<file path="src/rtl/dbnc_multi_if.sv">
// dbnc_multi_if: button debouncer bus.
// Raw inputs and tick in, debounced level and events out.
interface dbnc_multi_if #(
    parameter int N_CH = 4
);
    logic            m_sec;
    logic [N_CH-1:0] btn_raw;
    logic [N_CH-1:0] btn_db;
    logic [N_CH-1:0] press_p;
    logic [N_CH-1:0] rel_p;
    logic [N_CH-1:0] hold;
    logic [N_CH-1:0] busy;

    modport master (
        output m_sec, btn_raw,
        input  btn_db, press_p, rel_p, hold, busy
    );

    modport slave (
        input  m_sec, btn_raw,
        output btn_db, press_p, rel_p, hold, busy
    );
endinterface

</file>
<file path="src/rtl/dbnc_multi.sv">
// dbnc_multi: N-channel push-button debouncer
// with 1 ms time base and long-press detection.
module dbnc_multi #(
    parameter int N_CH    = 4,
    parameter int CNT_W   = 10,
    parameter int DBNC_MS = 500,
    parameter int HOLD_MS = 1000,
    parameter int HOLD_W  = 11
) (
    input  logic        clk,
    input  logic        rst,
    dbnc_multi_if.slave bus
);
    typedef enum logic {
        STABLE = 1'b0,
        DBNC   = 1'b1
    } state_t;

    if (DBNC_MS == 0 || DBNC_MS >= (1 << CNT_W)) begin : g_bad_dbnc
        $error("dbnc_multi: DBNC_MS out of range for CNT_W");
    end
    if (HOLD_MS >= (1 << HOLD_W)) begin : g_bad_hold
        $error("dbnc_multi: HOLD_MS out of range for HOLD_W");
    end

    for (genvar ch = 0; ch < N_CH; ch++) begin : g_ch
        logic [1:0]       sync_q;
        logic             s;
        state_t           st_q, st_d;
        logic [CNT_W-1:0] cnt_q, cnt_d;
        logic             db_q, db_d;
        logic             pr_q, pr_d;
        logic             rl_q, rl_d;
        logic             commit;
        logic             hold_w;

        assign s = sync_q[1];

        // Two-stage synchroniser for the asynchronous pin
        always_ff @(posedge clk) begin
            if (rst) sync_q <= '0;
            else     sync_q <= {sync_q[0], bus.btn_raw[ch]};
        end

        // State, countdown and registered level/pulses
        always_ff @(posedge clk) begin
            if (rst) begin
                st_q  <= STABLE;
                cnt_q <= '0;
                db_q  <= 1'b0;
                pr_q  <= 1'b0;
                rl_q  <= 1'b0;
            end else begin
                st_q  <= st_d;
                cnt_q <= cnt_d;
                db_q  <= db_d;
                pr_q  <= pr_d;
                rl_q  <= rl_d;
            end
        end

        // Next state: bounce-back beats a tick, commit at cnt==0
        always_comb begin
            st_d   = st_q;
            cnt_d  = cnt_q;
            db_d   = db_q;
            pr_d   = 1'b0;
            rl_d   = 1'b0;
            commit = 1'b0;
            unique case (st_q)
                STABLE: begin
                    if (s != db_q) begin
                        st_d  = DBNC;
                        cnt_d = CNT_W'(DBNC_MS - 1);
                    end
                end
                DBNC: begin
                    if (s == db_q) begin
                        st_d = STABLE;
                    end else if (bus.m_sec && cnt_q == '0) begin
                        commit = 1'b1;
                        st_d   = STABLE;
                        db_d   = ~db_q;
                        pr_d   = ~db_q;
                        rl_d   = db_q;
                    end else if (bus.m_sec) begin
                        cnt_d = cnt_q - 1'b1;
                    end
                end
            endcase
        end

        if (HOLD_MS == 0) begin : g_nohold
            assign hold_w = 1'b0;
        end else begin : g_hold
            logic [HOLD_W-1:0] hcnt_q;
            logic              hold_q;

            // Long-press timer; freezes once hold is flagged
            always_ff @(posedge clk) begin
                if (rst || commit || !db_q) begin
                    hcnt_q <= '0;
                    hold_q <= 1'b0;
                end else if (!hold_q && bus.m_sec) begin
                    if (hcnt_q == HOLD_W'(HOLD_MS - 1)) hold_q <= 1'b1;
                    else hcnt_q <= hcnt_q + 1'b1;
                end
            end

            assign hold_w = hold_q;
        end

        assign bus.btn_db[ch]  = db_q;
        assign bus.press_p[ch] = pr_q;
        assign bus.rel_p[ch]   = rl_q;
        assign bus.hold[ch]    = hold_w;
        assign bus.busy[ch]    = (st_q == DBNC);
    end
endmodule
</file>
<file path="src/flat_wrapper.sv">
// flat-port wrapper written by rule: the top's interface ports become plain ports
module dbnc_multi_flat 
#(
    parameter int N_CH    = 4,
    parameter int CNT_W   = 10,
    parameter int DBNC_MS = 500,
    parameter int HOLD_MS = 1000,
    parameter int HOLD_W  = 11
)
  (clk, rst, bus_m_sec, bus_btn_raw, bus_btn_db, bus_press_p, bus_rel_p, bus_hold, bus_busy);
  dbnc_multi_if #(.N_CH(N_CH)) bus_i ();
  input  logic clk;
  input  logic rst;
  input wire logic [$bits(bus_i.m_sec)-1:0] bus_m_sec;
  input wire logic [$bits(bus_i.btn_raw)-1:0] bus_btn_raw;
  output wire logic [$bits(bus_i.btn_db)-1:0] bus_btn_db;
  output wire logic [$bits(bus_i.press_p)-1:0] bus_press_p;
  output wire logic [$bits(bus_i.rel_p)-1:0] bus_rel_p;
  output wire logic [$bits(bus_i.hold)-1:0] bus_hold;
  output wire logic [$bits(bus_i.busy)-1:0] bus_busy;
  assign bus_i.m_sec = bus_m_sec;
  assign bus_i.btn_raw = bus_btn_raw;
  assign bus_btn_db = bus_i.btn_db;
  assign bus_press_p = bus_i.press_p;
  assign bus_rel_p = bus_i.rel_p;
  assign bus_hold = bus_i.hold;
  assign bus_busy = bus_i.busy;
  dbnc_multi #(.N_CH(N_CH), .CNT_W(CNT_W), .DBNC_MS(DBNC_MS), .HOLD_MS(HOLD_MS), .HOLD_W(HOLD_W)) u_core (.clk(clk), .rst(rst), .bus(bus_i));
endmodule
</file>
<file path="config.mk">
export PLATFORM = sky130hd
export DESIGN_NAME = dbnc_multi_flat
export DESIGN_NICKNAME = d
export VERILOG_FILES = /design/src/rtl/dbnc_multi_if.sv /design/src/rtl/dbnc_multi.sv /design/src/flat_wrapper.sv
export SDC_FILE = /design/constraint.sdc
export NUM_CORES = 1
export LEC_CHECK = 0
export ABC_AREA = 1
export ABC_CLOCK_PERIOD_IN_PS = 2000
export BUFFER_PORTS_ARGS = -buffer_cell sky130_fd_sc_hd__buf_2
export CAP_MARGIN = 10
export CORE_UTILIZATION = 45
export DETAILED_ROUTE_END_ITERATION = 10
export GPL_TIMING_DRIVEN = 1
export PLACE_DENSITY_LB_ADDON = 0.3
export SETUP_SLACK_MARGIN = 0.5
export SLEW_MARGIN = 20
export SYNTH_ARGS = -nofsm -noshare
export SYNTH_HDL_FRONTEND = slang
export SYNTH_SLANG_ARGS = --single-unit
</file>
<file path="constraint.sdc">
create_clock -name clk -period 2 [get_ports clk]
set_input_delay 0.4 -clock clk [delete_from_list [all_inputs] [get_ports clk]]
set_output_delay 0.4 -clock clk [all_outputs]
set_load 0.05 [all_outputs]
</file>
* Yosys cells after proc, flatten, opt, wreduce, memory -nomap -nowiden
Cells that the tools add are included. W data, S select, Z words.
Cells by class: reductions and logical operators 48, bitwise operators 20, magnitude comparators 0, multiplexer cells 48, add/subtract/negate cells 8, multiply operators 0, divide/modulo/power cells 0, shift operators 0, equal/unequal tests 28
Operators with widths (count):
- $mux W10 | 16
- $pmux W10 S2 | 4
- $add A11 B1 Y11 const B | 4
- $eq A11 B10 Y1 const B | 4
- $logic_not A10 Y1 | 4
- $sub A10 B1 Y10 const B | 4
- $mux W1 | 24
- $ne A2 B2 Y1 const B | 12
- $not A1 Y1 | 20
- $reduce_and A2 Y1 | 8
- $reduce_and A4 Y1 | 4
- $reduce_or A4 Y1 | 4
- $reduce_and A3 Y1 | 4
- $logic_and A1 B1 Y1 | 8
- $logic_not A1 Y1 | 8
- $logic_or A1 B1 Y1 | 8
- $ne A2 B1 Y1 const B | 4
- $pmux W1 S2 | 4
- $eq A1 B1 Y1 | 4
- $ne A1 B1 Y1 | 4
Word-level totals: bits in read-only memories 0, flip-flop bits (word level) 112, bits in writable memories 0, memories 0, word-level logic and storage cells 184, latch bits 0, output and inout port bits 20, bits of input ports 7

* Logic depth before layout (Yosys ltp)
Gate-level depths: netlist (run 1).
word-level depth 7, gate-level depth with buffers 10, depth with buffers taken out 10

* Worst setup path before layout (run 1)
No wires, ideal clock.
kind reg-to-reg, start reg u_core.g_ch[2].cnt_q[0], end reg u_core.g_ch[2].db_q, library setup time 123 ps, period minus slack after synthesis 1523 ps, path buffers 1, slack 477 ps, data arrival time 1400 ps, required time 1877 ps, cell stages (with the launch flop) 9, cell sequence dfxtp_1 -> inv_1 -> ha_1 -> nand2_1 -> nor2_2 -> nand3_2 -> o21ai_2 -> buf_6 -> o31ai_1
Between the ends: longest elaborated chain between the ends 3
Ends and longest elaborated chain:
- start, declared | RTL line dbnc_multi.sv:30 | logic [CNT_W-1:0] cnt_q, cnt_d;
- start signal, assigned | RTL line dbnc_multi.sv:55 | cnt_q <= cnt_d;
- $logic_not A10 Y1 | RTL line dbnc_multi.sv:80 | end else if (bus.m_sec && cnt_q == '0) begin
- $logic_and A1 B1 Y1 | RTL line dbnc_multi.sv:80
- $reduce_and A3 Y1 (no source line)
- end signal, assigned | RTL line dbnc_multi.sv:50 | db_q <= 1'b0;
- end signal, assigned | RTL line dbnc_multi.sv:56 | db_q <= db_d;
- end, declared | RTL line dbnc_multi.sv:31 | logic db_q, db_d;
No other way between the ends. A chain may end at the register's enable or synchronous reset.

* Worst setup path after layout (run 1)
start reg u_core.g_ch[0].cnt_q[2], end reg u_core.g_ch[0].g_hold.hold_q
Between the ends: longest elaborated chain between the ends 7
Ends and longest elaborated chain:
- start, declared | RTL line dbnc_multi.sv:30
- start signal, assigned | RTL line dbnc_multi.sv:55
- $logic_not A10 Y1 | RTL line dbnc_multi.sv:80
- $logic_and A1 B1 Y1 | RTL line dbnc_multi.sv:80
- $mux W1 | RTL line dbnc_multi.sv:80
- $mux W1 | RTL line dbnc_multi.sv:78 | if (s == db_q) begin
- $mux W1 | RTL line dbnc_multi.sv:70 | unique case (st_q)
- $logic_or A1 B1 Y1 (2 in series) | RTL line dbnc_multi.sv:101 | if (rst || commit || !db_q) begin
- end signal, assigned | RTL line dbnc_multi.sv:103 | hold_q <= 1'b0;
- end signal, assigned | RTL line dbnc_multi.sv:105 | if (hcnt_q == HOLD_W'(HOLD_MS - 1)) hold_q <= 1'b1;
- end, declared | RTL line dbnc_multi.sv:97 | logic hold_q;
No other way between the ends.

==> results of run 1 <==
[worst min path at each step]
stage | start | endpoint | slack, ps
after floorplan | u_core.g_ch[0].sync_q[0] | u_core.g_ch[0].sync_q[1] | 390
after global placement | u_core.g_ch[3].sync_q[0] | u_core.g_ch[3].sync_q[1] | 400
after detailed placement | u_core.g_ch[3].sync_q[0] | u_core.g_ch[3].sync_q[1] | 400
after CTS | bus_btn_raw[1] | u_core.g_ch[1].sync_q[0] | 240
after global routing | bus_btn_raw[2] | u_core.g_ch[2].sync_q[0] | 250
final | bus_btn_raw[1] | u_core.g_ch[1].sync_q[0] | 240
[critical path, stage by stage, from the launching register on]
cell and delay, ps:
dfxtp_1 360, nor2_1 240, nand2_4 100, nor2_4 180, buf_6 120, nand3_4 60, o21ai_4 210, clkbuf_16 200
a21oi_1 40
[registers in the layout, indices dropped and copies added (netlist names)]
name                       cells
u_core.g_ch.sync_q             8
u_core.g_ch.rl_q               4
u_core.g_ch.g_hold.hcnt_q     44
u_core.g_ch.db_q               4
u_core.g_ch.cnt_q             40
u_core.g_ch.st_q               4
u_core.g_ch.pr_q               4
u_core.g_ch.g_hold.hold_q      4
[final cells by class]
cell class / count / area, um^2
Multi-Input combinational cell: 644 / 3616
Sequential cell: 112 / 2285
Timing Repair Buffer: 89 / 757.0
Fill cell: 1249 / 5690
Tap cell: 176 / 220.2
Clock inverter: 5 / 58.81
Clock buffer: 9 / 225.2
Timing Repair inverter: 1 / 7.507
Inverter: 93 / 382.9
[where the power goes]
group | switching (W) | leakage [nW] | internal (W)
sequential | 0.0000515 | 0.920 | 0.00227
clock | 0.000832 | 0.134 | 0.000960
combinational | 0.000380 | 1.80 | 0.000255
total | 0.00126 | 2.86 | 0.00349
[synthesized netlist by cell type, types with 9 or more instances]
| cell | instances |
|---|---|
| nand2_1 | 254 |
| dfxtp_1 | 112 |
| nor2_1 | 100 |
| inv_1 | 85 |
| a21oi_1 | 78 |
| nand3_1 | 59 |
| buf_4 | 25 |
| xor2_1 | 24 |
| nor3_1 | 22 |
| o21ai_0 | 21 |
| nand4_1 | 14 |
| buf_2 | 10 |
| xnor2_1 | 9 |
[routing by layer]
layer | track usage (%) | routed length (um) | up-vias
met5 | 0 | 0 | -
met4 | 8.574 | 320 | 0
met3 | 3.089 | 449 | 20
met2 | 33.49 | 6900 | 100
met1 | 23.11 | 6393 | 2595
li1 | - | - | 2948
[cell families after synthesis]
family	share of synthesized area, %
fa+ha+maj	1.643
buf+inv	11.40
simple gates	35.07
flops	36.80
compound gates	10.35
xor+xnor	4.743
[per-stage QoR]
step / cell area (um^2) / std cells / util (%) / hold WS [ps] / worst slack (ps)
4_1_cts: 6878 / 1098 / 51.94 / 237.3 / 501.0
6_report: 7552 / 1129 / 57.03 / 241.7 / 385.5
3_3_place_gp: 6243 / 1066 / 47.15 / 401.0 / 315.6
5_1_grt: 7552 / 1129 / 57.03 / 253.7 / 345.1
2_1_floorplan: 6093 / 895 / - / 388.3 / 510.4
3_5_place_dp: 6243 / 1066 / 47.15 / 404.5 / 275.2
[repair_timing]
action	CTS	global route
resized for setup	53	123
setup endpoints to repair	95	90
pin swaps	9	34
gates cloned	4	4
buffers inserted	14	27
[placed cells by master (no fill, tap or decap), drive strengths merged]
cell / instances
clkbuf: 10
clkinvlp: 6
o21bai: 2
bufinv: 1
nor4: 3
clkinv: 1
nor3: 25
xor2: 24
buf: 88
a21boi: 1
o31ai: 4
xnor2: 9
nor3b: 3
nand4: 16
or2: 5
nand2: 260
o21ai: 27
a21oi: 80
nand3b: 4
inv: 91
o21a: 1
nand3: 63
ha: 8
dfxtp: 112
nor2: 109
==> flow_summary.yaml, run 1 <==
run_status:
  status: "finished clean"
global_routing:
  grt_overflow: 0
  grt.total_usage_pct: 19.19
  grt_max_degree: 52
  grt_pass1_vias: 4996
  grt_pass1_wl_um: 22130
  antenna_found_initial: 0
hold_path:
  hold_class: "in -> reg"
  hold_depth: 3
synthesis:
  ys_warn_count: 0
  yosysTopAreaCellShare_pct: 36.80
  synth_flop_cell: "dfxtp_1"
  yosys.area.top_type: "dfxtp_1"
  synth_cell_types: 45
  ys_seq_area_share_pct: 36.80
  async_reset_ff_share_pct: 0
  syn-num-nets: 910
  synth-seq-cells: 112
  synth.avg_cell_area_um2: 6.808
  synth_area_mm2: 0.006093
  synth_cells: 895
  synth.area.top_cells: "dfxtp_1 37%, nand2_1 16%, a21oi_1 6.4%, nor2_1 6.2%, inv_1 5.2%"
  synth_edf_count: 0
clock_tree:
  clock_sinks: 112
  cts_tree: "done"
  clk_pin_slew_ps: 70
  cts_max_level: 3
  cts_hold_buf: 0
  root_buffer: "clkbuf_16"
  cts-buffers-inserted: 9
  clk_latency_ps: 360
  clock_path_buffers: 2
sta:
  fin_crit_sh_pct: 80.73
  fin_worst_skew_ps: 7.447
  rsz0062_at_grt: "yes"
  slew_violations: 0
  maxSlewHeadroom_pct: 68.19
  fin_tns_setup_ps: 0
  period_needed_ps: 1615
  max_freq_mhz: 619.4
  hold_viol: 0
  tightestPinTransition_ps: 476.6
  setup_viol: 0
floorplan:
  start_util_pct: 46.01
  io_pins: 27
  dieArea_mm2: 0.01401
  die_h_um: 118.4
  rows: 42
  die_w_um: 118.4
  coreArea_mm2: 0.01324
detailed_routing:
  drcViolationCount: 0
  drtIter0Drc: 329
  wirelength_um: 14060
  first_pass_iters: 4
  ant_nets: 0
  wl_per_cell_um: 12.46
  drt-vias-per-instance: 5.016
  vias: 5663
critical_path:
  endpoint: "u_core.g_ch[0].g_hold.hold_q"
  crit_type: "reg -> reg"
  cp-startpoint: "u_core.g_ch[0].cnt_q[2]"
  r2r_slack_ps: 390
  rr_startpoint: "u_core.g_ch[0].cnt_q[2]"
  cp_max_fo: 6
  end_kind: "register"
  critPathArrivalTime_ps: 1870
  cp-start-kind: "register"
  r2r_end: "u_core.g_ch[0].g_hold.hold_q"
  rr_worst_depth: 8
  required_ps: 2250
pwr:
  powerDensity_mw_per_mm2: 628.9
  peakVddDrop_v: 0.0004279
  power_leakage_nw: 2.856
  p_total_w: 0.004750
cells_and_area:
  area_growth_pct: 23.94
  final_nets: 965
  drive_gt1_share_pct: 25.29
  num_antenna_cells: 0
placement:
  numPortBuffers: 26
  post-dp-hpwl_um: 8289
  place.gp.congestion: 0.8375
job:
  cap_viol_max_count: 0
No activity file was read; power rests on OpenSTA's default activity.
==> inputs of run 2 (changes only) <==
--- a/config.mk
+++ b/config.mk
@@ -6,7 +6,7 @@
 export NUM_CORES = 1
 export LEC_CHECK = 0
 export ABC_AREA = 1
-export ABC_CLOCK_PERIOD_IN_PS = 2000
+export ABC_CLOCK_PERIOD_IN_PS = 1680
 export BUFFER_PORTS_ARGS = -buffer_cell sky130_fd_sc_hd__buf_2
 export CAP_MARGIN = 10
 export CORE_UTILIZATION = 45
==> constraint.sdc (replaced) <==
create_clock -name clk -period 1.68 [get_ports clk]
set_input_delay 0.336 -clock clk [delete_from_list [all_inputs] [get_ports clk]]
set_output_delay 0.336 -clock clk [all_outputs]
set_load 0.05 [all_outputs]
==> run 2 against run 1 <==
Global-route usage grew 3.4 points. Utilization grew 8.7 points. First-iteration DRC count shrank 0.61%. Critical endpoint is now u_core.g_ch[0].cnt_q[9]. Clock power grew 28%. Sequential power grew 19%. Final area grew 15%. Routed wire length grew 12%. Clock-buffer cell count grew 4. Sequential share of layout area shrank 3.4 points. Critical path depth grew 3. Final cell count grew 4.9%. Largest cell class unchanged. Via count grew 6.9%.
==> flow_summary.yaml, run 2 (synthesized netlist as in run 1, its figures left out) <==
run_status:
  status: "finished clean"
floorplan:
  start_util_pct: 46.01
  rows: 42
  io_pins: 27
  dieArea_mm2: 0.01401
  die_w_um: 118.4
  die_h_um: 118.4
  coreArea_mm2: 0.01324
pwr:
  cell_internal_pwr_w: 0.004361
  p_total_w: 0.005952
  p_seq_share_pct: 46.4
  powerDensity_mw_per_mm2: 684.1
  peakVddDrop_v: 0.0004419
  p_sw_w: 0.001591
  comb_power_share_pct: 15.2
  power_switching_share_pct: 26.74
  p_clk_share_pct: 38.5
  power_leakage_nw: 3.312
critical_path:
  crit_path_frequent_cell: "nand2_2"
  cp-start-kind: "register"
  crit_buf_inv: 4
  crit_slowest_cell: "dfxtp_2"
  end_kind: "register"
  crit_type: "reg -> reg"
  crit_family: "simple AND/OR/NAND/NOR gates"
  crit_cells: 11
  cpPeakStageDelay_ps: 350
  critPathArrivalTime_ps: 1740
  crit_chain: "inv_2, or2_1, nand2_2, inv_4, a21oi_4, buf_12, nand2_8, inv_6, nand2_2, nand2_2, nor2_1"
  cp_max_fo: 6
  required_ps: 1940
  rr_worst_depth: 11
sta:
  period_needed_ps: 1478
  fin_crit_sh_pct: 87.95
  setup_slack_ps: 202.4
  rsz0062_at_grt: "yes"
  fin_worst_skew_ps: 3.915
  hold_viol: 0
  setup_viol: 0
  max_freq_mhz: 676.8
  slew_violations: 0
  maxSlewHeadroom_pct: 64.22
  holdWs_ps: 176.6
  tightestPinTransition_ps: 536.1
  fin_tns_setup_ps: 0
hold_path:
  hold_depth: 3
  hold_class: "in -> reg"
detailed_routing:
  first_pass_iters: 4
  vias: 6054
  ant_nets: 0
  drcViolationCount: 0
  drtIter0Drc: 327
  drt-vias-per-instance: 5.113
  wirelength_um: 15690
  wl_per_cell_um: 13.25
clock_tree:
  cts_max_level: 3
  cts-buffers-inserted: 9
  cts_tree: "done"
  clk_pin_slew_ps: 70
  root_buffer: "clkbuf_16"
  clk_latency_ps: 360
  clock_sinks: 112
  cts_hold_buf: 0
  clock_path_buffers: 2
global_routing:
  grt_use_met3_pct: 3.427
  grtUsageMet2_pct: 39.26
  grt_max_degree: 30
  use_met1_pct: 28.55
  antenna_found_initial: 0
  grt.total_usage_pct: 22.61
  grt_overflow: 0
  busiest_layer: "met2"
  grt_pass1_vias: 5603
  grt_pass1_wl_um: 25940
placement:
  dp_cells: 1078
  numPortBuffers: 26
  pre_cts_ws_ps: 106.6
  place.gp.congestion: 0.8398
  post-dp-hpwl_um: 8895
cells_and_area:
  num_antenna_cells: 0
  final_cell_mix: "207 x nand2_1, 81 x buf_4, 78 x nor2_1"
  final_cells: 1184
  largest_reg_flops: 44
  final_common_cell: "nand2_1"
  largest-register: "u_core.g_ch.g_hold.hcnt_q"
  top_regs: "u_core.g_ch.g_hold.hcnt_q x44, u_core.g_ch.cnt_q x40, u_core.g_ch.sync_q x8"
  final_nets: 1018
  drive_gt1_share_pct: 41.87
  area_growth_pct: 42.79
job:
  cap_viol_max_count: 0
[run 2: what timing repair did]
item | in CTS | in global routing
buffers inserted | 64 | 17
gates resized for setup | 218 | 75
endpoints found under the setup margin | 118 | 122
pin swaps | 53 | 35
cloned | 9 | 0
[run 2: area by class of cell]
class / count / area [um^2]
Sequential cell: 112 / 2340
Timing Repair Buffer: 139 / 1338
Clock inverter: 3 / 46.29
Fill cell: 1080 / 4542
Multi-Input combinational cell: 648 / 4095
Clock buffer: 13 / 270.3
Inverter: 93 / 391.6
Tap cell: 176 / 220.2
[run 2: power by group through the flow]
stage          clock, W  sequential [W]  combinational [W]
4_1_cts         0.00233         0.00275           0.000802
2_1_floorplan         0         0.00281           0.000532
6_report        0.00229         0.00276           0.000902
3_3_place_gp          0         0.00283           0.000623
3_5_place_dp          0         0.00283           0.000632
5_1_grt         0.00244         0.00277           0.000989
[run 2: path summary, 6_finish.rpt]
| path | from | slack, ps | endpoint |
|---|---|---|---|
| setup / recovery | u_core.g_ch[0].db_q | 200 | u_core.g_ch[0].cnt_q[9] |
| hold / removal | bus_btn_raw[3] | 180 | u_core.g_ch[3].sync_q[0] |
| setup reg to reg | u_core.g_ch[0].db_q | 200 | u_core.g_ch[0].cnt_q[9] |
| hold reg to reg | u_core.g_ch[1].sync_q[0] | 400 | u_core.g_ch[1].sync_q[1] |
[run 2: per-layer routing]
layer  routed length [um]  part of all wire, %
met5                    0                    0
met2                 7910                   50
met3                  472                  3.0
met1                 7050                   45
met4                  250                  1.6
[run 2: per-stage QoR]
step | instance area, um^2 | utilization [%]
floorplan | 6490 | -
global placement | 6684 | 50.47
detailed placement | 6684 | 50.47
CTS | 8313 | 62.77
global route | 8701 | 65.70
finish | 8701 | 65.70
[run 2: worst reg2reg max path, stage by stage (launching register included)]
cell     delay (ps)
dfxtp_2         350
inv_2            40
or2_1           230
nand2_2         100
inv_4            60
a21oi_4         140
buf_12          150
nand2_8          80
inv_6            80
nand2_2          50
nand2_2          60
nor2_1           40
